==> config.mk <==
export PLATFORM = sky130hd
export DESIGN_NAME = fir_decim_buf
export DESIGN_NICKNAME = d
export VERILOG_FILES = /design/src/rtl/fir_decim_buf.sv
export SDC_FILE = /design/constraint.sdc
export NUM_CORES = 1
export LEC_CHECK = 0
export ABC_CLOCK_PERIOD_IN_PS = 5400
export CORE_MARGIN = 4
export CORE_UTILIZATION = 59
export DETAILED_ROUTE_END_ITERATION = 12
export PLACE_DENSITY_LB_ADDON = 0.1
export SLEW_MARGIN = 20
export SYNTH_ARGS = -nofsm -noshare
export SYNTH_HDL_FRONTEND = slang
export SYNTH_SLANG_ARGS = --single-unit
==> constraint.sdc <==
create_clock -name clk -period 5.4 [get_ports clk]
set_clock_uncertainty 0.2 [all_clocks]
set_input_delay 1.08 -clock clk [delete_from_list [all_inputs] [get_ports clk]]
set_output_delay 1.08 -clock clk [all_outputs]
set_load 0.1 [all_outputs]
==> src/rtl/fir_decim_buf.sv <==
// -----------------------------------------------------------------------------
// fir_decim_buf
//
// Downstream stage of the pipelined FIR filter. Takes the FIR output stream,
// decimates it by DECIM = 2**LOG2D using a boxcar average, and parks each
// averaged result in a small show-ahead FIFO. A slower consumer such as a UART
// or DMA engine drains the FIFO through a valid/ready handshake.
//
// If a result completes while the FIFO is full and nothing is leaving on that
// edge, the result is dropped and the sticky overflow flag is raised. The flag
// stays set until reset_p.
//
// Parameters
//   WIDTH  sample width, unsigned (matches FIR y)
//   LOG2D  log2 of the decimation factor (1..4, i.e. DECIM 2..16)
//   AW     FIFO address width, DEPTH = 2**AW entries
//
// Ports
//   clk        single clock, all state changes on the rising edge
//   reset_p    synchronous, active-high reset
//   in_en      y_in carries a valid new sample this cycle
//   y_in       FIR output sample
//   out_data   head-of-FIFO averaged sample, 0 while the FIFO is empty
//   out_valid  FIFO is non-empty
//   out_ready  consumer takes out_data on an edge where out_valid is high
//   count      FIFO occupancy, 0..DEPTH
//   overflow   sticky: at least one result was dropped on a full FIFO
// -----------------------------------------------------------------------------
module fir_decim_buf #(
  parameter int WIDTH = 16,
  parameter int LOG2D = 2,
  parameter int AW    = 3
) (
  input  logic             clk,
  input  logic             reset_p,
  input  logic             in_en,
  input  logic [WIDTH-1:0] y_in,
  output logic [WIDTH-1:0] out_data,
  output logic             out_valid,
  input  logic             out_ready,
  output logic [AW:0]      count,
  output logic             overflow
);

  // The accumulator carries LOG2D guard bits, so a full group of
  // maximum-valued samples cannot wrap.
  localparam int ACCW  = WIDTH + LOG2D;
  localparam int DEPTH = 1 << AW;

  // ---------------------------------------------------------------------------
  // Boxcar accumulator
  // ---------------------------------------------------------------------------
  logic [LOG2D-1:0] phase;
  logic [ACCW-1:0]  acc;
  logic [ACCW-1:0]  acc_sum;
  logic [WIDTH-1:0] result;
  logic             group_done;

  assign acc_sum = acc + ACCW'(y_in);

  // Dividing by DECIM is a truncating right shift. The remaining upper bits
  // are exactly WIDTH wide.
  assign result = acc_sum[ACCW-1:LOG2D];

  // phase counts 0..DECIM-1 in LOG2D bits, so the last sample of a group is
  // the one seen while every phase bit is set.
  assign group_done = in_en && (&phase);

  // NOTE: sequential state uses non-blocking assignments, so every register
  // here samples the pre-edge values of the others, as real flops do.
  always_ff @(posedge clk) begin
    if (reset_p) begin
      acc   <= '0;
      phase <= '0;
    end else if (in_en) begin
      if (&phase) begin
        acc   <= '0;
        phase <= '0;
      end else begin
        acc   <= acc_sum;
        phase <= phase + LOG2D'(1);
      end
    end
  end

  // ---------------------------------------------------------------------------
  // Show-ahead FIFO
  // ---------------------------------------------------------------------------
  logic [WIDTH-1:0] mem [DEPTH];
  logic [AW-1:0]    wr_ptr;
  logic [AW-1:0]    rd_ptr;
  logic             full;
  logic             empty;
  logic             pop;
  logic             wr_en;
  logic             drop;

  assign full  = (count == (AW+1)'(DEPTH));
  assign empty = (count == '0);

  // A pop request on an empty FIFO is simply ignored. count cannot underflow.
  assign pop = out_ready && !empty;

  // A full FIFO still accepts a result on an edge that also pops. The freed
  // slot and the new write balance out.
  assign wr_en = group_done && (!full || pop);
  assign drop  = group_done && full && !pop;

  always_ff @(posedge clk) begin
    if (reset_p) begin
      wr_ptr   <= '0;
      rd_ptr   <= '0;
      count    <= '0;
      overflow <= 1'b0;
    end else begin
      // Pointers are exactly AW bits wide, so they wrap modulo DEPTH.
      if (wr_en) wr_ptr <= wr_ptr + AW'(1);
      if (pop)   rd_ptr <= rd_ptr + AW'(1);

      case ({wr_en, pop})
        2'b10:   count <= count + (AW+1)'(1);
        2'b01:   count <= count - (AW+1)'(1);
        default: count <= count;
      endcase

      if (drop) overflow <= 1'b1;
    end
  end

  // NOTE: the storage array has no reset. Entries are only read once count
  // says they were written, so clearing them would only cost reset fan-out.
  // Writes are still gated by reset_p so that reset wins over a
  // simultaneous push.
  always_ff @(posedge clk) begin
    if (wr_en && !reset_p) mem[wr_ptr] <= result;
  end

  assign out_valid = !empty;

  // NOTE: out_data gets a default before the conditional. Every path through
  // the block then assigns it, so no latch is inferred.
  always_comb begin
    out_data = '0;
    if (!empty) out_data = mem[rd_ptr];
  end

endmodule

==> flow_summary.json, run 1 <==
{
  "whs_path_depth": 2,
  "num_antenna_cells": 0,
  "setup_viol": 0,
  "cp_slowest_cell": "clkdlybuf4s50_1",
  "final_cells": 682,
  "clock.fmax_mhz": 228,
  "critical_path_class": "reg -> out",
  "h-tree-depth": 4,
  "cts_resized": 0,
  "dr.pass1.iters": 5,
  "boundaryPins": 42,
  "nets": 570,
  "crit_chain": "mux4_2 > mux2i_1 > nor2_1 > clkdlybuf4s50_1",
  "cp.depth": 4,
  "worst_pin_slew_ns": 1.00,
  "path_buf_inv": 1,
  "synth_warnings": 0,
  "grt_usage_pct": 21.4,
  "grt_overflow": 0,
  "die_w_um": 118,
  "use_met3_pct": 4.68,
  "die_area_mm2": 0.0140,
  "total_power_mw": 2.88,
  "muxShareOfSynthArea_pct": 12.9,
  "yosysSeqAreaShare_pct": 63.2,
  "fin_tns_setup_ns": 0,
  "viasPerCell": 6.15,
  "dp_hpwl_um": 9050,
  "whs_endpoint": "overflow",
  "synth_adder_area_share_pct": 4.41,
  "start_util_pct": 61.4,
  "numClockSinks": 162,
  "insertion_delay_ns": 0.42,
  "cts-hold-fix-buffers": 0,
  "synth_edf_count": 128,
  "worst_ep_required_time_ns": 4.12,
  "grtUsageMet1_pct": 27.8,
  "power_per_cell_area_mw_per_mm2": 348,
  "synth_xor_area_share_pct": 2.45,
  "fin_crit_ns": 4.39,
  "synth-compound-area-share_pct": 7.10,
  "synth-simple-area-share_pct": 8.02,
  "syn_nets": 523,
  "crit_path_start_kind": "flop",
  "synth_seq_cells": 162,
  "row_count": 39,
  "endpoint_kind": "output port",
  "grt_setup_unrepaired": "no",
  "post_cts_buffers": 0,
  "wl_per_cell_um": 20.8,
  "clk_path_buf_depth": 2,
  "status": "completed",
  "clock-root-buffer": "clkbuf_16",
  "grt_pass1_vias": 4233,
  "slowest_delay_ns": 1.02,
  "avgSynthCellArea_um2": 14.9,
  "relSlewSlack_pct": 33.1,
  "yosysUniqueCellTypes": 56,
  "antenna_found_initial": 0,
  "synth_top_family_by_area": "multiplexers",
  "p_leak_nw": 2.84,
  "grtUsageMet2_pct": 35.4,
  "report.final.slew_viol_count": 0,
  "reg2reg_setup_slack_ns": 2.20,
  "port_buffers": 41,
  "die_h_um": 118,
  "ys.flop_type": "edfxtp_1",
  "cts_tree": "built",
  "cts_made_buffers": 17,
  "peakVddDrop_uv": 188,
  "synthArstFlopShare_pct": 0,
  "critical_path.max_fanout": 22,
  "dr.first_iter.drc_count": 299,
  "clk_pin_slew_ns": 0.06,
  "rr_endpoint": "count[3]",
  "core_mm2": 0.0117,
  "cap_viol_max_count": 0,
  "arrival_ns": 3.11,
  "timing.rr.start": "count[0]",
  "synthToLayoutAreaGrowth_pct": 15.6,
  "hold_viol": 0,
  "hold_start": "overflow",
  "final_area_mm2": 0.00827,
  "syn-cell-area_mm2": 0.00716,
  "critical_path.top_delay_family": "buffers and inverters",
  "postSynthCellCount": 479,
  "grt_max_degree": 34,
  "r2r_cells": 10,
  "grt-busiest-layer": "met2",
  "drive_gt1_share_pct": 18.4,
  "grt_pass1_wl_um": 22700,
  "place_congestion": 0.909,
  "vias": 4197,
  "fin_crit_sh_pct": 81.2,
  "dp.cells": 650,
  "ant_nets": 0,
  "post_dp_cell_area_mm2": 0.00777,
  "hold_class": "reg -> reg",
  "drc": 0,
  "wirelength_um": 14200
}
==> routing by layer <==
metal  part of all wire (%)  wire (um)  up-vias
li1                       -          -     1955
met1                     43       6050     2082
met2                     49       7010      138
met3                    5.9        830       22
met4                    2.0        281        0
met5                      0          0        -
==> synth_stat cells (all sizes together), types with 4 or more instances <==
cell | count | share of area, %
a211oi | 4 | 0.56
a21o | 8 | 0.84
a21oi | 17 | 1.2
a22oi | 6 | 0.63
a31o | 5 | 0.61
a31oi | 5 | 0.52
and3 | 5 | 0.44
buf | 6 | 0.40
clkbuf | 20 | 1.0
dfxtp | 34 | 9.5
edfxtp | 128 | 54
ha | 22 | 3.8
inv | 9 | 0.47
mux2i | 19 | 2.7
mux4 | 32 | 10
nand2 | 18 | 0.94
nand3 | 5 | 0.35
nor2 | 55 | 2.9
nor2b | 4 | 0.35
nor4 | 4 | 0.44
nor4b | 5 | 0.61
o21ai | 8 | 0.56
or3 | 4 | 0.35
xnor2 | 13 | 1.6
xor2 | 7 | 0.86
==> flip-flops by register name (all words and copies together) (netlist names), named ones only <==
name	cells
acc	18
count	4
mem	128
overflow	1
phase	2
rd_ptr	3
wr_ptr	3
==> stage by stage <==
stage | setup slack [ns] | utilization (%) | hold slack [ns]
4_1_cts | 0.926 | 70.9 | 0.281
5_1_grt | 0.771 | 70.9 | 0.307
3_5_place_dp | 1.27 | 66.6 | 0.270
2_1_floorplan | 1.18 | - | 0.261
6_report | 1.01 | 70.9 | 0.278
3_3_place_gp | 1.36 | 66.6 | 0.273
==> worst max-delay path by stage <==
stage	startpoint	slack, ns	endpoint
after floorplan	in_en	1.18	mem[2][0]
after global routing	flop	0.77	out_data[11]
final	flop	1.01	out_data[8]
after global placement	y_in[0]	1.36	mem[0][10]
after CTS	flop	0.93	out_data[11]
after detailed placement	y_in[0]	1.27	mem[0][10]
==> cells by family after synthesis <==
logic type	Yosys count
compound gates	69
simple gates	117
fa+ha+maj	24
flops	162
xor+xnor	20
buf+inv	35
mux	52
==> tightest hold or removal path: cells and delay by family (launching register included) <==
family | cells | cell delay [ns]
compound gates | 1 | 0.05
flops | 1 | 0.33
simple gates | 1 | 0.07
==> layout by cell type (no fill, tap or decap), types with 5 or more instances in the layout <==
cell type	netlist	final
a21o_1	8	8
edfxtp_1	128	128
a22oi_1	6	6
inv_1	8	8
mux2i_1	19	19
buf_4	0	21
xor2_1	7	7
o21ai_0	6	6
a21oi_1	16	16
dfxtp_1	34	33
nand3_1	5	5
clkdlybuf4s50_1	0	33
ha_1	22	22
and3_1	5	5
nand2_1	18	18
mux4_2	32	32
xnor2_1	13	13
nor2_1	55	55
clkbuf_16	0	17
==> final cells by class <==
class	count	area [um2]
Clock inverter	13	71.3
Timing Repair Buffer	54	488
Tap cell	143	179
Inverter	9	33.8
Multi-Input combinational cell	282	2540
Clock buffer	19	433
Fill cell	751	3390
Sequential cell	162	4530
==> power breakdown <==
group	internal (mW)	total, mW	leakage [nW]	switching, mW
combinational	0.126	0.380	1.15	0.254
sequential	1.46	1.47	1.44	0.0147
clock	0.574	1.03	0.238	0.453
(Power assumes the default switching activity.)
==> run 2: changes to the inputs <==
--- a/config.mk
+++ b/config.mk
@@ -5,7 +5,7 @@
 export SDC_FILE = /design/constraint.sdc
 export NUM_CORES = 1
 export LEC_CHECK = 0
-export ABC_CLOCK_PERIOD_IN_PS = 5400
+export ABC_CLOCK_PERIOD_IN_PS = 4500
 export CORE_MARGIN = 4
 export CORE_UTILIZATION = 59
 export DETAILED_ROUTE_END_ITERATION = 12
==> constraint.sdc (replaced) <==
create_clock -name clk -period 4.5 [get_ports clk]
set_clock_uncertainty 0.2 [all_clocks]
set_input_delay 0.9 -clock clk [delete_from_list [all_inputs] [get_ports clk]]
set_output_delay 0.9 -clock clk [all_outputs]
set_load 0.1 [all_outputs]
==> flow_summary.json, run 2 (same netlist as run 1, synthesis figures left out) <==
{
  "dr.pass1.iters": 5,
  "grt_setup_unrepaired": "no",
  "clock-root-buffer": "clkbuf_16",
  "hold_viol": 0,
  "cts_tree": "built",
  "clk_pin_slew_ns": 0.06,
  "hold_ws_ns": 0.298,
  "dp_hpwl_um": 9340,
  "reg.largest.list": "mem x128, acc x18, count x4",
  "post_cts_buffers": 0,
  "critical_path.max_fanout": 19,
  "drive_gt1_share_pct": 21.7,
  "endpoint_kind": "output port",
  "dr.first_iter.drc_count": 300,
  "viasPerCell": 5.99,
  "largest_reg_flops": 128,
  "start_util_pct": 61.4,
  "power_per_cell_area_mw_per_mm2": 438,
  "numClockSinks": 162,
  "insertion_delay_ns": 0.43,
  "layout_common_cells": "128 x edfxtp_1, 55 x nor2_1, 33 x dfxtp_1, 33 x buf_4, 32 x mux4_2",
  "antenna_found_initial": 0,
  "fin_crit_sh_pct": 80.2,
  "die_area_mm2": 0.0140,
  "cp_slowest_cell": "dfxtp_1",
  "drc": 0,
  "boundaryPins": 42,
  "clk_path_buf_depth": 2,
  "cap_viol_max_count": 0,
  "grt_pass1_vias": 4257,
  "clock.fmax_mhz": 277,
  "top_register": "mem",
  "critical_path_class": "reg -> out",
  "row_count": 39,
  "ant_nets": 0,
  "grt_max_degree": 34,
  "report.final.slew_viol_count": 0,
  "place_congestion": 0.908,
  "arrival_ns": 2.51,
  "worst_pin_slew_ns": 0.981,
  "nets": 575,
  "h-tree-depth": 4,
  "worst_ep_required_time_ns": 3.40,
  "cts-hold-fix-buffers": 0,
  "fin_crit_ns": 3.61,
  "hold_class": "reg -> reg",
  "cts_resized": 0,
  "slowest_delay_ns": 0.95,
  "relSlewSlack_pct": 34.4,
  "crit_path_frequent_cell": "buf_4",
  "grt_pass1_wl_um": 23300,
  "port_buffers": 41,
  "p_leak_nw": 2.93,
  "status": "completed",
  "cts_made_buffers": 17,
  "crit_chain": "buf_4 > mux4_2 > mux2i_1 > nor2_1 > buf_4",
  "num_antenna_cells": 0,
  "wl_per_cell_um": 20.7,
  "crit_path_start_kind": "flop",
  "wirelength_um": 14200,
  "vias": 4113,
  "core_mm2": 0.0117,
  "die_w_um": 118,
  "fin_tns_setup_ns": 0,
  "setup_viol": 0,
  "final_common_cell": "edfxtp_1",
  "synthToLayoutAreaGrowth_pct": 17.4,
  "grt_usage_pct": 22.0,
  "grt_overflow": 0,
  "die_h_um": 118,
  "peakVddDrop_uv": 253,
  "total_power_mw": 3.68
}
## run 2: cell types whose count changed in the layout (fill, tap and decap cells not counted), sizes merged
cell | before | now
buf | 21 | 34
bufinv | 0 | 3
clkbuf | 19 | 17
clkinv | 9 | 5
clkdlybuf4s50 | 33 | 25
clkinvlp | 4 | 3
inv | 9 | 13
## run 2: worst max-delay path, delay by kind of cell (launching register included)
family	cells	cell delay (ns)
mux	2	0.48
simple gates	1	0.08
flops	1	0.95
buf+inv	2	0.56
## run 2: path summary, 6_finish.rpt
path | from | cells past startpoint | slack [ns] | to
hold / removal | acc[7] | 2 | 0.30 | acc[7]
setup / recovery | flop | 5 | 0.89 | out_data[5]
hold reg to reg | acc[7] | 2 | 0.30 | acc[7]
setup reg to reg | count[0] | 11 | 1.61 | count[3]
## run 2: cell type report
| type | count | area (um2) |
|---|---|---|
| clock buffers | 17 | 425 |
| flip-flops and latches | 162 | 4530 |
| well taps | 143 | 179 |
| fillers | 751 | 3260 |
| inverters | 9 | 33.8 |
| repair buffers | 59 | 518 |
| clock inverters | 15 | 183 |
| multi-input cells | 282 | 2540 |
## run 2: per-stage QoR
stage,instances,cell area (um2),util [%],setup WS (ns)
floorplan,479,7160,-,0.405
global placement,655,7800,66.9,0.664
detailed placement,655,7800,66.9,0.580
CTS,687,8410,72.1,0.853
global route,687,8410,72.1,0.749
finish,687,8410,72.1,0.893
## run 2: per-layer routing
metal	vias to the layer above	wire, um	track usage, %
met5	-	0	0
met4	0	245	8.57
met3	23	776	4.78
met2	111	7240	36.2
met1	2018	5930	29.1
li1	1961	-	-
## run 2: power by group
part | internal, mW | total (mW) | switching (mW)
sequential | 1.75 | 1.76 | 0.0171
clock | 0.879 | 1.46 | 0.582
combinational | 0.155 | 0.459 | 0.303
==> run 3: changes to the inputs <==
--- a/config.mk
+++ b/config.mk
@@ -5,9 +5,9 @@
 export SDC_FILE = /design/constraint.sdc
 export NUM_CORES = 1
 export LEC_CHECK = 0
-export ABC_CLOCK_PERIOD_IN_PS = 4500
+export ABC_CLOCK_PERIOD_IN_PS = 3200
 export CORE_MARGIN = 4
-export CORE_UTILIZATION = 59
+export CORE_UTILIZATION = 54
 export DETAILED_ROUTE_END_ITERATION = 12
 export PLACE_DENSITY_LB_ADDON = 0.1
 export SLEW_MARGIN = 20
==> constraint.sdc (replaced) <==
create_clock -name clk -period 3.2 [get_ports clk]
set_clock_uncertainty 0.2 [all_clocks]
set_input_delay 0.64 -clock clk [delete_from_list [all_inputs] [get_ports clk]]
set_output_delay 0.64 -clock clk [all_outputs]
set_load 0.1 [all_outputs]
==> flow_summary.json, run 3 (same netlist as run 1, synthesis figures left out) <==
{
  "status": "completed",
  "critical_path_class": "in -> reg",
  "report.final.slew_viol_count": 0,
  "place_congestion": 0.869,
  "hold_viol": 0,
  "hold_class": "reg -> reg",
  "grt_pass1_wl_um": 23800,
  "largest_reg_flops": 128,
  "synthToLayoutAreaGrowth_pct": 26.3,
  "dp_hpwl_um": 9610,
  "insertion_delay_ns": 0.41,
  "setup_ws_ns": 0.158,
  "h-tree-depth": 4,
  "power_per_cell_area_mw_per_mm2": 583,
  "rr_endpoint": "mem[5][14]",
  "dr.pass1.iters": 4,
  "final_common_cell": "edfxtp_1",
  "grt_usage_pct": 21.3,
  "nets": 615,
  "wirelength_um": 14800,
  "arrival_ns": 2.97,
  "peakVddDrop_uv": 332,
  "port_buffers": 41,
  "worst_pin_slew_ns": 0.849,
  "relSlewSlack_pct": 43.0,
  "p_leak_nw": 3.20,
  "endpoint": "mem[5][14]",
  "grt_overflow": 0,
  "whs_path_depth": 2,
  "start_util_pct": 56.0,
  "die_w_um": 123,
  "reg2reg_setup_slack_ns": 0.49,
  "dp.cells": 724,
  "clock-root-buffer": "clkbuf_16",
  "fin_crit_sh_pct": 95.1,
  "clk_pin_slew_ns": 0.06,
  "layout_common_cells": "128 x edfxtp_1, 60 x buf_4, 39 x nor2_1",
  "die_h_um": 123,
  "critical_path.max_fanout": 8,
  "worst_ep_required_time_ns": 3.13,
  "dp_slack_ns": -0.251,
  "drive_gt1_share_pct": 31.3,
  "path_buf_inv": 2,
  "cp_slowest_cell": "clkdlybuf4s50_1",
  "vias": 4303,
  "setup_viol": 0,
  "cts_made_buffers": 17,
  "ant_nets": 0,
  "viasPerCell": 5.69,
  "crit_path_start_kind": "input port",
  "crit_chain": "clkdlybuf4s50_1 > ha_1 > fa_1 > a21o_1 > a221oi_2 > buf_4 > o21ai_1 > a21oi_1 > xnor2_1",
  "grt_setup_unrepaired": "no",
  "die_area_mm2": 0.0152,
  "clk_path_buf_depth": 2,
  "top_register": "mem",
  "slowest_delay_ns": 0.40,
  "critical_path.top_delay_family": "compound AO/OA/AOI/OAI gates",
  "reg.largest.list": "mem x128, acc x18, count x4",
  "drc": 0,
  "grt_max_degree": 33,
  "final_cells": 756,
  "row_count": 41,
  "grt_pass1_vias": 4442,
  "numClockSinks": 162,
  "cap_viol_max_count": 0,
  "antenna_found_initial": 0,
  "cts-hold-fix-buffers": 0,
  "timing.rr.start": "acc[0]",
  "cts_tree": "built",
  "dr.first_iter.drc_count": 297,
  "endpoint_kind": "flop",
  "fin_crit_ns": 3.04,
  "cp.depth": 9,
  "wl_per_cell_um": 19.6,
  "core_mm2": 0.0128,
  "fin_tns_setup_ns": 0,
  "r2r_cells": 8,
  "cp-startpoint": "y_in[0]",
  "num_antenna_cells": 0,
  "boundaryPins": 42,
  "clock.fmax_mhz": 329
}
[run 3: cell count changes in the layout (fill, tap and decap cells not counted), sizes merged]
| cell | previous run | this run |
|---|---|---|
| clkbuf | 17 | 25 |
| clkinvlp | 3 | 2 |
| clkinv | 5 | 4 |
| clkdlybuf4s50 | 25 | 19 |
| buf | 34 | 80 |
| bufinv | 3 | 1 |
| inv | 13 | 9 |
[run 3: what timing repair did]
| action | in CTS | in global routing |
|---|---|---|
| resized for setup | 0 | 1 |
| setup buffers | 0 | 0 |
| endpoints found under the setup margin | 0 | 9 |
| endpoints found under the hold margin | 0 | 0 |
[run 3: area by class of cell]
cell class | instances | area [um2]
clock buffers | 25 | 538
well taps | 172 | 215
fillers | 818 | 3740
inverters | 9 | 36.3
flip-flops and latches | 162 | 4530
multi-input cells | 282 | 2610
clock inverters | 7 | 68.8
repair buffers | 99 | 1040
[run 3: power breakdown]
part           switching (mW)  internal, mW  total (mW)
logic                   0.452         0.319       0.771
registers              0.0253          2.46        2.48
clock network           0.772          1.24        2.02
[run 3: how the worst min path moves through the flow]
stage / endpoint / start
floorplan: acc[7] / acc[7]
global placement: phase[1] / phase[1]
detailed placement: wr_ptr[0] / wr_ptr[0]
CTS: acc[7] / acc[7]
global route: acc[7] / acc[7]
finish: acc[7] / acc[7]
[run 3: stage by stage]
stage          area, um2  utilization (%)  power [mW]  hold WS [ns]
3_3_place_gp        8420             65.9        3.26         0.277
6_report            9040             70.7        5.27         0.293
5_1_grt             9040             70.7        5.48         0.321
3_5_place_dp        8420             65.9        3.29         0.284
2_1_floorplan       7230                -        2.98         0.261
4_1_cts             9030             70.7        5.29         0.294
[run 3: tightest hold or removal path, delay by kind of cell, from the launching register on]
kind / cells / cell delay (ns)
AND/OR/NAND/NOR: 1 / 0.06
AO/OA/AOI/OAI: 1 / 0.07
flip-flops: 1 / 0.31
[run 3: per-layer routing]
layer	global-route usage, %	share of wire, %
met5	0	0
met4	6.44	1.2
met3	4.67	5.1
met2	34.5	49
met1	29.2	44
